--- src/rtl/maze_pkg.sv ---
// Shared types and constants for the maze motion executor.
// Contents:
//   SPD_W       - width of the forward speed word
//   nav_state_t - executor state: idle, heading change, or one of the three
//                 move phases (ramp up, normal decel, brake)
package maze_pkg;

  localparam int SPD_W = 11;

  typedef enum logic [2:0] {
    IDLE,
    HDG,
    RAMP_UP,
    DECEL,
    BRAKE
  } nav_state_t;

endpackage

--- src/rtl/maze_navigate_if.sv ---
// Command/sensor/speed bundle between the maze solver, the sensors and the
// motion executor.
// Signals:
//   strt_hdng, strt_mv  - one-cycle command pulses from the solver
//   stp_lft, stp_rght   - which side opening ends a move
//   hdng_rdy            - new heading sample strobe (speed update tick)
//   at_hdng             - heading error within tolerance
//   lft_opn, rght_opn   - side walls absent
//   frwrd_opn           - no wall ahead
//   mv_cmplt            - one-cycle pulse: command finished
//   moving              - a command is executing
//   en_fusion           - speed high enough for sensor fusion
//   frwrd_spd           - forward speed to the PID/motor stage
// Modports: master drives commands and sensors, slave is the executor.
interface maze_navigate_if;
  import maze_pkg::*;

  logic             strt_hdng;
  logic             strt_mv;
  logic             stp_lft;
  logic             stp_rght;
  logic             hdng_rdy;
  logic             at_hdng;
  logic             lft_opn;
  logic             rght_opn;
  logic             frwrd_opn;
  logic             mv_cmplt;
  logic             moving;
  logic             en_fusion;
  logic [SPD_W-1:0] frwrd_spd;

  modport master (
    output strt_hdng, strt_mv, stp_lft, stp_rght, hdng_rdy, at_hdng,
           lft_opn, rght_opn, frwrd_opn,
    input  mv_cmplt, moving, en_fusion, frwrd_spd
  );

  modport slave (
    input  strt_hdng, strt_mv, stp_lft, stp_rght, hdng_rdy, at_hdng,
           lft_opn, rght_opn, frwrd_opn,
    output mv_cmplt, moving, en_fusion, frwrd_spd
  );

endinterface

--- src/rtl/maze_navigate_rise_det.sv ---
// 1-bit synchronous rising-edge detector.
// Ports:
//   clk  - clock
//   rst  - synchronous active-high reset (clears the history bit)
//   din  - level input
//   rise - high while din is 1 and was 0 on the previous cycle
module rise_det (
  input  logic clk,
  input  logic rst,
  input  logic din,
  output logic rise
);

  logic prev;

  always_ff @(posedge clk) begin
    if (rst) prev <= 1'b0;
    else     prev <= din;
  end

  assign rise = din & ~prev;

endmodule

--- src/rtl/maze_navigate.sv ---
// Motion executor downstream of the maze solver. A heading command waits
// for the heading controller to settle; a move command ramps the forward
// speed up from MIN_FRWRD and then decelerates to zero once a wall appears
// ahead (hard brake) or the selected side opening appears (normal decel).
// Every finished command returns a one-cycle mv_cmplt.
// Ports:
//   clk - clock
//   rst - synchronous active-high reset
//   nav - maze_navigate_if.slave (commands, sensors, status, speed)
module maze_navigate
  import maze_pkg::*;
#(
  parameter logic [SPD_W-1:0] SPD_INC   = 11'h018,
  parameter logic [SPD_W-1:0] MIN_FRWRD = 11'h0D0,
  parameter logic [SPD_W-1:0] MAX_FRWRD = 11'h2A0
) (
  input  logic           clk,
  input  logic           rst,
  maze_navigate_if.slave nav
);

  localparam logic [SPD_W-1:0] DEC_STEP = SPD_INC << 1;
  localparam logic [SPD_W-1:0] BRK_STEP = SPD_INC << 2;

  nav_state_t       state, state_nxt;
  logic [SPD_W-1:0] spd, spd_nxt;
  logic [SPD_W-1:0] step;
  logic             cmplt, cmplt_nxt;
  logic             lft_rise, rght_rise;

  // Ramp step is added one bit wider so overflow can never wrap past the cap.
  function automatic logic [SPD_W-1:0] ramp_sat(input logic [SPD_W-1:0] s);
    logic [SPD_W:0] sum;
    sum = {1'b0, s} + {1'b0, SPD_INC};
    if (sum > {1'b0, MAX_FRWRD}) return MAX_FRWRD;
    return sum[SPD_W-1:0];
  endfunction

  rise_det u_lft_rise (
    .clk  (clk),
    .rst  (rst),
    .din  (nav.lft_opn),
    .rise (lft_rise)
  );

  rise_det u_rght_rise (
    .clk  (clk),
    .rst  (rst),
    .din  (nav.rght_opn),
    .rise (rght_rise)
  );

  always_ff @(posedge clk) begin
    if (rst) begin
      state <= IDLE;
      spd   <= '0;
      cmplt <= 1'b0;
    end else begin
      state <= state_nxt;
      spd   <= spd_nxt;
      cmplt <= cmplt_nxt;
    end
  end

  assign step = (state == BRAKE) ? BRK_STEP : DEC_STEP;

  always_comb begin
    state_nxt = state;
    spd_nxt   = spd;
    cmplt_nxt = 1'b0;
    case (state)
      IDLE: begin
        spd_nxt = '0;
        // Heading wins a same-cycle collision; the move request is dropped.
        if (nav.strt_hdng) begin
          state_nxt = HDG;
        end else if (nav.strt_mv) begin
          state_nxt = RAMP_UP;
          spd_nxt   = MIN_FRWRD;
        end
      end
      HDG: begin
        spd_nxt = '0;
        if (nav.at_hdng) begin
          state_nxt = IDLE;
          cmplt_nxt = 1'b1;
        end
      end
      RAMP_UP: begin
        if (!nav.frwrd_opn) begin
          state_nxt = BRAKE;
        end else if ((nav.stp_lft & lft_rise) | (nav.stp_rght & rght_rise)) begin
          state_nxt = DECEL;
        end else if (nav.hdng_rdy) begin
          spd_nxt = ramp_sat(spd);
        end
      end
      DECEL, BRAKE: begin
        if (state == DECEL && !nav.frwrd_opn) begin
          state_nxt = BRAKE;
        end else if (nav.hdng_rdy) begin
          // Compare before subtracting so the speed never wraps below zero.
          if (spd <= step) begin
            spd_nxt   = '0;
            state_nxt = IDLE;
            cmplt_nxt = 1'b1;
          end else begin
            spd_nxt = spd - step;
          end
        end
      end
      default: begin
        state_nxt = IDLE;
        spd_nxt   = '0;
      end
    endcase
  end

  always_comb begin
    nav.moving    = (state != IDLE);
    nav.en_fusion = (spd > (MAX_FRWRD >> 1));
    nav.frwrd_spd = spd;
    nav.mv_cmplt  = cmplt;
  end

endmodule

--- src/flat_wrapper.sv ---
// flat-port wrapper written by rule: the top's interface ports become plain ports
module maze_navigate_flat import maze_pkg::*;
#(
  parameter logic [SPD_W-1:0] SPD_INC   = 11'h018,
  parameter logic [SPD_W-1:0] MIN_FRWRD = 11'h0D0,
  parameter logic [SPD_W-1:0] MAX_FRWRD = 11'h2A0
)
  (clk, rst, nav_strt_hdng, nav_strt_mv, nav_stp_lft, nav_stp_rght, nav_hdng_rdy, nav_at_hdng, nav_lft_opn, nav_rght_opn, nav_frwrd_opn, nav_mv_cmplt, nav_moving, nav_en_fusion, nav_frwrd_spd);
  maze_navigate_if nav_i ();
  input  logic clk;
  input  logic rst;
  input wire logic [$bits(nav_i.strt_hdng)-1:0] nav_strt_hdng;
  input wire logic [$bits(nav_i.strt_mv)-1:0] nav_strt_mv;
  input wire logic [$bits(nav_i.stp_lft)-1:0] nav_stp_lft;
  input wire logic [$bits(nav_i.stp_rght)-1:0] nav_stp_rght;
  input wire logic [$bits(nav_i.hdng_rdy)-1:0] nav_hdng_rdy;
  input wire logic [$bits(nav_i.at_hdng)-1:0] nav_at_hdng;
  input wire logic [$bits(nav_i.lft_opn)-1:0] nav_lft_opn;
  input wire logic [$bits(nav_i.rght_opn)-1:0] nav_rght_opn;
  input wire logic [$bits(nav_i.frwrd_opn)-1:0] nav_frwrd_opn;
  output wire logic [$bits(nav_i.mv_cmplt)-1:0] nav_mv_cmplt;
  output wire logic [$bits(nav_i.moving)-1:0] nav_moving;
  output wire logic [$bits(nav_i.en_fusion)-1:0] nav_en_fusion;
  output wire logic [$bits(nav_i.frwrd_spd)-1:0] nav_frwrd_spd;
  assign nav_i.strt_hdng = nav_strt_hdng;
  assign nav_i.strt_mv = nav_strt_mv;
  assign nav_i.stp_lft = nav_stp_lft;
  assign nav_i.stp_rght = nav_stp_rght;
  assign nav_i.hdng_rdy = nav_hdng_rdy;
  assign nav_i.at_hdng = nav_at_hdng;
  assign nav_i.lft_opn = nav_lft_opn;
  assign nav_i.rght_opn = nav_rght_opn;
  assign nav_i.frwrd_opn = nav_frwrd_opn;
  assign nav_mv_cmplt = nav_i.mv_cmplt;
  assign nav_moving = nav_i.moving;
  assign nav_en_fusion = nav_i.en_fusion;
  assign nav_frwrd_spd = nav_i.frwrd_spd;
  maze_navigate #(.SPD_INC(SPD_INC), .MIN_FRWRD(MIN_FRWRD), .MAX_FRWRD(MAX_FRWRD)) u_core (.clk(clk), .rst(rst), .nav(nav_i));
endmodule
--- config.mk ---
export PLATFORM = sky130hd
export DESIGN_NAME = maze_navigate_flat
export DESIGN_NICKNAME = d
export VERILOG_FILES = /design/src/rtl/maze_pkg.sv /design/src/rtl/maze_navigate_if.sv /design/src/rtl/maze_navigate_rise_det.sv /design/src/rtl/maze_navigate.sv /design/src/flat_wrapper.sv
export SDC_FILE = /design/constraint.sdc
export NUM_CORES = 1
export LEC_CHECK = 0
export CAP_MARGIN = 25
export CORE_MARGIN = 5
export CORE_UTILIZATION = 40
export CTS_CLUSTER_SIZE = 14
export DETAILED_ROUTE_END_ITERATION = 12
export PLACE_DENSITY = 0.68
export SLEW_MARGIN = 20
export SYNTH_ARGS = -nofsm -noshare
export SYNTH_HDL_FRONTEND = slang
export SYNTH_HIERARCHICAL = 1
export SYNTH_SLANG_ARGS = --single-unit
--- constraint.sdc ---
create_clock -name clk -period 4.32 [get_ports clk]
set_clock_uncertainty 0.05 [all_clocks]
set_input_delay 0.432 -clock clk [delete_from_list [all_inputs] [get_ports clk]]
set_output_delay 0.432 -clock clk [all_outputs]
set_load 0.005 [all_outputs]
# Word level (Yosys, flattened, before mapping)
# Index checks and enable logic that the tools add are counted.
# totals
regBits	17
in_bits	11
wordCells	69
# classes
bitwise_logic	7
mux	31
add_sub_neg	2
n_eq_ne	14
order_cmp	3
reduce_logical	7
# op_table
op	count
$mux W11	9
$pmux W11 S3	1
$mux W3	8
$add A11 B5 Y12 const B	1
$gt A12 B10 Y1 const B	1
$ne A2 B2 Y1 const B	6
$pmux W3 S4	1
$gt A11 B9 Y1 const B	1
$le A11 B11 Y1	1
$sub A11 B11 Y11	1
$reduce_and A5 Y1	2
$mux W1	9
$mux W8	1
$mux W7	1
$eq A3 B2 Y1 const B	2
$ne A3 B2 Y1 const B	2
$and A1 B1 Y1	4
$eq A3 B1 Y1 const B	1
$eq A3 B3 Y1 const B	1
$logic_not A3 Y1	1
$ne A3 B1 Y1 const B	1
$ne A3 B3 Y1 const B	1
$reduce_bool A3 Y1	1
$not A1 Y1	2
5 further kinds	5

# Depth between registers and ports, before layout
# logic_depth
depth_word	12
ltp_mapped	10
ltp_nobuf	9

# Cells and area by module
# The synthesis kept the hierarchy.
# by_module_without_submodules
mod	cells_per_inst	area_per_inst_um2	instances	seq_area_each_um2
maze_navigate	168	1231.2	1	240.2
rise_det	3	47.5	2	20.0

# Worst setup path after synthesis
# No wires, ideal clock.
# synth_timing
kind	flip-flop to flip-flop
start	register u_core.state[1]
end	register u_core.state[0]
setup_slack_ns	1.909
t_arrival_ns	2.291
stages_incl_launch_ff	11
cell_sequence	dfxtp_1 -> buf_2 -> nor3b_2 -> inv_1 -> ha_1 -> and3b_1 -> o21ai_0 -> and3_1 -> o221ai_2 -> or3_1 -> a21oi_1
# synth_via
elab_chain_cells	5
# synth_rtl
item	line_no	text
start: declaration	maze_navigate.sv:25	nav_state_t state, state_nxt;
start signal: assignment	maze_navigate.sv:59	state <= state_nxt;
$eq A3 B3 Y1	maze_navigate.sv:65, maze_navigate.sv:71	
$mux W7	maze_navigate.sv:65	assign step = (state == BRAKE) ? BRK_STEP : DEC_STEP;
$le A11 B11 Y1	maze_navigate.sv:103	if (spd <= step) begin
$ne A3 B1 Y1 (no source line)	n/a	
$reduce_and A5 Y1 (no source line)	n/a	
# Parallel ways exist; a longest one is shown, timed or not.
# A chain may end at the register's enable or synchronous reset.

# Worst setup path in the final report
# layout_timing
start	register u_core.state[1]
end	register u_core.spd[3], in the netlist u_core/nav.frwrd_spd[3]
# layout_via
elab_chain_cells	7
# layout_rtl
item	line_no	text
$eq A3 B3 Y1	maze_navigate.sv:65, maze_navigate.sv:71	
$mux W7	maze_navigate.sv:65	
$le A11 B11 Y1	maze_navigate.sv:103	
$mux W11	maze_navigate.sv:103	
$mux W11	maze_navigate.sv:101	end else if (nav.hdng_rdy) begin
$mux W11	maze_navigate.sv:99	if (state == DECEL && !nav.frwrd_opn) begin
$pmux W11 S3	maze_navigate.sv:71	case (state)
end signal: assignment	maze_navigate.sv:60	spd <= spd_nxt;
end: declaration	maze_navigate.sv:26	logic [SPD_W-1:0] spd, spd_nxt;
# Parallel ways exist; a longest one is shown, timed or not. The select of a mux whose other input is x is not followed.

==> Flow_metrics.wiki <==
{| class="wikitable"
! Metric !! Value
|-
| Number of diodes || 0
|-
| Count of nets left with antenna violations after detail routing || 0
|-
| Critical Path Sink || u_core/nav.frwrd_spd[3]
|-
| Static leakage || 0.5650 nW
|-
| RSZ-0062 raised after global routing || no
|-
| Gpl congestion || 0.8595
|-
| I/O pin count || 25
|-
| Utilization of the core after routing || ~47%
|-
| Starting utilization of the core area || between 40% and 50%
|-
| Number of nets at the end of the flow || 204
|-
| Drt initial violations || 111
|-
| Measured slew at the worst slew-check pin || 722.4 ps
|-
| Hold Path Class || reg -> reg
|-
| Count of input and output buffers || 21
|-
| Placeable core area || 3284 um^2
|-
| Warnings, synthesis || 6
|-
| Reg clk slew, reported paths || 90 ps
|-
| Maximum number of pins on one net before global-route repair || 16
|-
| Largest cells by area after synthesis || sky130_fd_sc_hd__dfxtp_1 (21%), sky130_fd_sc_hd__a21oi_1 (5.7%), sky130_fd_sc_hd__nand2_1 (4.8%)
|-
| Largest area contributor in the netlist || sky130_fd_sc_hd__dfxtp_1
|-
| Number of setup buffers added after CTS || 0
|-
| Sequential-to-total area share from yosys stat || about a fifth
|-
| Avg Inst Size Synth || 7.622 um^2
|-
| Relative slew slack || 51.69%
|-
| Mapped Cells || 174
|-
| Final routed wire length divided by cell count || 15.24 um
|-
| Latest clock arrival within the worst-skew pair || 280 ps
|-
| DRC violation count after routing || 0
|-
| Period minus WS final || 2716 ps
|-
| Clk Tree Root Cell || sky130_fd_sc_hd__clkbuf_4
|-
| Initial antenna violation count || 0
|-
| Crit path required time || 4470 ps
|-
| Global-route wire length before repair || a little under 6 mm
|-
| Area of all placed cells without fillers || 1554 um^2
|-
| Flop and latch count out of synthesis || 14
|-
| Area of the multi-input gates || ~940 um^2
|-
| Status || completed
|-
| F_max || 368.1 MHz
|-
| Number of enable-type register cells in the synthesized netlist || 0
|-
| Total routed wirelength || 3.552 mm
|-
| Die width || 67.58 um
|-
| Reg-to-reg slack, setup || 1600 ps
|-
| Portion of synthesized cell area occupied by the leading cell type || between 20% and 30%
|-
| CP max FO || 11
|-
| CTS H-tree depth || 1
|-
| FF/Latch Area || ~280 um^2
|-
| Power per cell area || ~300 nW/um^2
|-
| Cell with the most instances after synthesis || sky130_fd_sc_hd__nand2_1
|-
| Number of clock sinks seen by CTS || 14
|-
| Vias in the first global route || 1346
|-
| Mapped cell area || 1326 um^2
|-
| Area Overhead vs Synth || 17.17%
|-
| Mean number of vias per cell || about 6
|-
| Peak VDD IR || 73.54 uV
|-
| Post-synth top flop || sky130_fd_sc_hd__dfxtp_1
|-
| Instance area at placement || 1518 um^2
|-
| Final period util || 62.88%
|-
| Data arrival time of the critical path || 2860 ps
|-
| Summed negative setup slack over all endpoints || 0 ps
|-
| Reg2Reg Launch Point || u_core/state[1]
|-
| Final global-route overflow total || 0
|-
| Commonest cells post-synth || sky130_fd_sc_hd__nand2_1 (17), sky130_fd_sc_hd__a21oi_1 (15), sky130_fd_sc_hd__dfxtp_1 (14)
|-
| CP Launch Point || u_core/state[1]
|-
| GRT Resource Usage Total || roughly 17%
|-
| Endpoint of the worst register-to-register path || u_core/nav.frwrd_spd[3]
|-
| Share of layout cells above drive strength 1 || 11.23%
|-
| Longest Clk Path Bufs || 2
|-
| Total half-perimeter wirelength after legalization and detailed placement || about 2.7 mm
|-
| Share of async-settable or async-resettable flops after synthesis || 0%
|-
| Max-cap violations || 0
|-
| TritonCTS clock tree || built
|-
| Hold violation total from the final report || 0
|-
| TritonCTS buffer count || 3
|-
| Overall die height || between 60 and 70 um
|-
| Count of cells along the worst register-to-register path || 8
|-
| Number of library cell types mapped by synthesis || between 50 and 60
|-
| Worst Setup Path Type || reg -> reg
|-
| Resize count post-CTS || 0
|-
| Count of standard-cell rows || 21
|-
| Final-report max-slew violation count || 0
|-
| Critical Path Source Type || flip-flop
|-
| Die footprint || between 4000 and 5000 um^2
|-
| Hold slack final || around 570 ps
|-
| First-pass DRT Iterations || 4
|-
| Final-layout fill cell count || ~320
|-
| Endpoint class of the critical path || flip-flop
|-
| Quantity of hold-fixing buffers added after cts || 0
|-
| Vias after detailed routing || 1363
|-
| Endpoints failing setup || 0
|}
-- state kept, by name, summed over array words and instances, names as in the netlist --
name and cells:
u_core/nav.frwrd_spd 8, u_core/state 3, u_core/u_rght_rise/prev 1, u_core/nav.mv_cmplt 1, u_core/u_lft_rise/prev 1
-- per-stage QoR --
step / power, mW / std cells / worst slack [ps]
3_3_place_gp: 0.3587 / 228 / 1630
4_1_cts: 0.4629 / 233 / 1658
5_1_grt: 0.4974 / 233 / 1452
2_1_floorplan: 0.3078 / 176 / 1909
3_5_place_dp: 0.3672 / 229 / 1664
6_report: 0.4630 / 233 / 1604
-- cells in the final DEF (no fill, tap or decap), drive strengths merged, types with 2 or more instances in the layout --
cell	count
a211oi	2
a21o	4
a21oi	15
a22oi	2
a311oi	2
a31oi	5
clkbuf	4
clkdlybuf4s50	21
conb	3
dfxtp	14
ha	5
inv	7
nand2	17
nand2b	2
nand3	4
nor2	13
nor2b	5
nor3	2
nor3b	2
nor4	3
o211ai	2
o21a	2
o21ai	11
o311ai	2
o31a	4
or2	2
or3	8
xnor2	4
-- critical path, stage by stage (launching register included) --
cell and delay (ps):
sky130_fd_sc_hd__dfxtp_1 430, sky130_fd_sc_hd__nor3b_2 330, sky130_fd_sc_hd__inv_1 120, sky130_fd_sc_hd__ha_1 340, sky130_fd_sc_hd__and3b_1 200, sky130_fd_sc_hd__o21ai_0 240
sky130_fd_sc_hd__a21oi_1 190, sky130_fd_sc_hd__or4_1 550, sky130_fd_sc_hd__a21oi_1 180
-- logic make-up (layout without fill, tap and decap cells) --
group           after synthesis  after routing  share of synthesized area, %
xor+xnor                      5              5                         3.302
flops                        14             14                         21.13
other cells                   1              3                        0.2827
compound gates               62             62                         32.36
simple gates                 65             65                         29.53
fa+ha+maj                     5              5                         4.717
buf+inv                      22             33                         8.679
-- power by group --
group	switching [mW]	internal, mW
registers	0.0298	0.141
clock network	0.0443	0.0513
logic	0.105	0.0923
total	0.179	0.284
-- how the worst min path moves through the flow --
stage	slack [ps]	from	end	cells past startpoint
detailed placement	550	u_core/state[2]	u_core/state[2]	2
global route	620	u_core/nav.frwrd_spd[10]	u_core/nav.frwrd_spd[10]	2
floorplan	450	rst	u_core/u_lft_rise/prev	1
global placement	540	u_core/state[2]	u_core/state[2]	2
finish	570	u_core/state[0]	u_core/state[0]	2
CTS	560	u_core/state[0]	u_core/state[0]	2
-- cell type report --
cell class | count | area share, %
timing repair buffer | 22 | 13.85
clock buffer | 4 | 2.335
tap | 46 | 3.704
inverter | 7 | 1.691
multi-input combinational | 140 | 60.39
sequential | 14 | 18.04
-- layer usage --
layer / vias up / global-route usage [%] / share of wire [%]
met2: 46 / 29.77 / 50
met3: 6 / 0.9983 / 4.9
met4: 0 / 7.595 / 1.3
met1: 648 / 20.04 / 44
li1: 663 / - / -
met5: - / 0 / 0
Power figures use the tool's default switching activity.
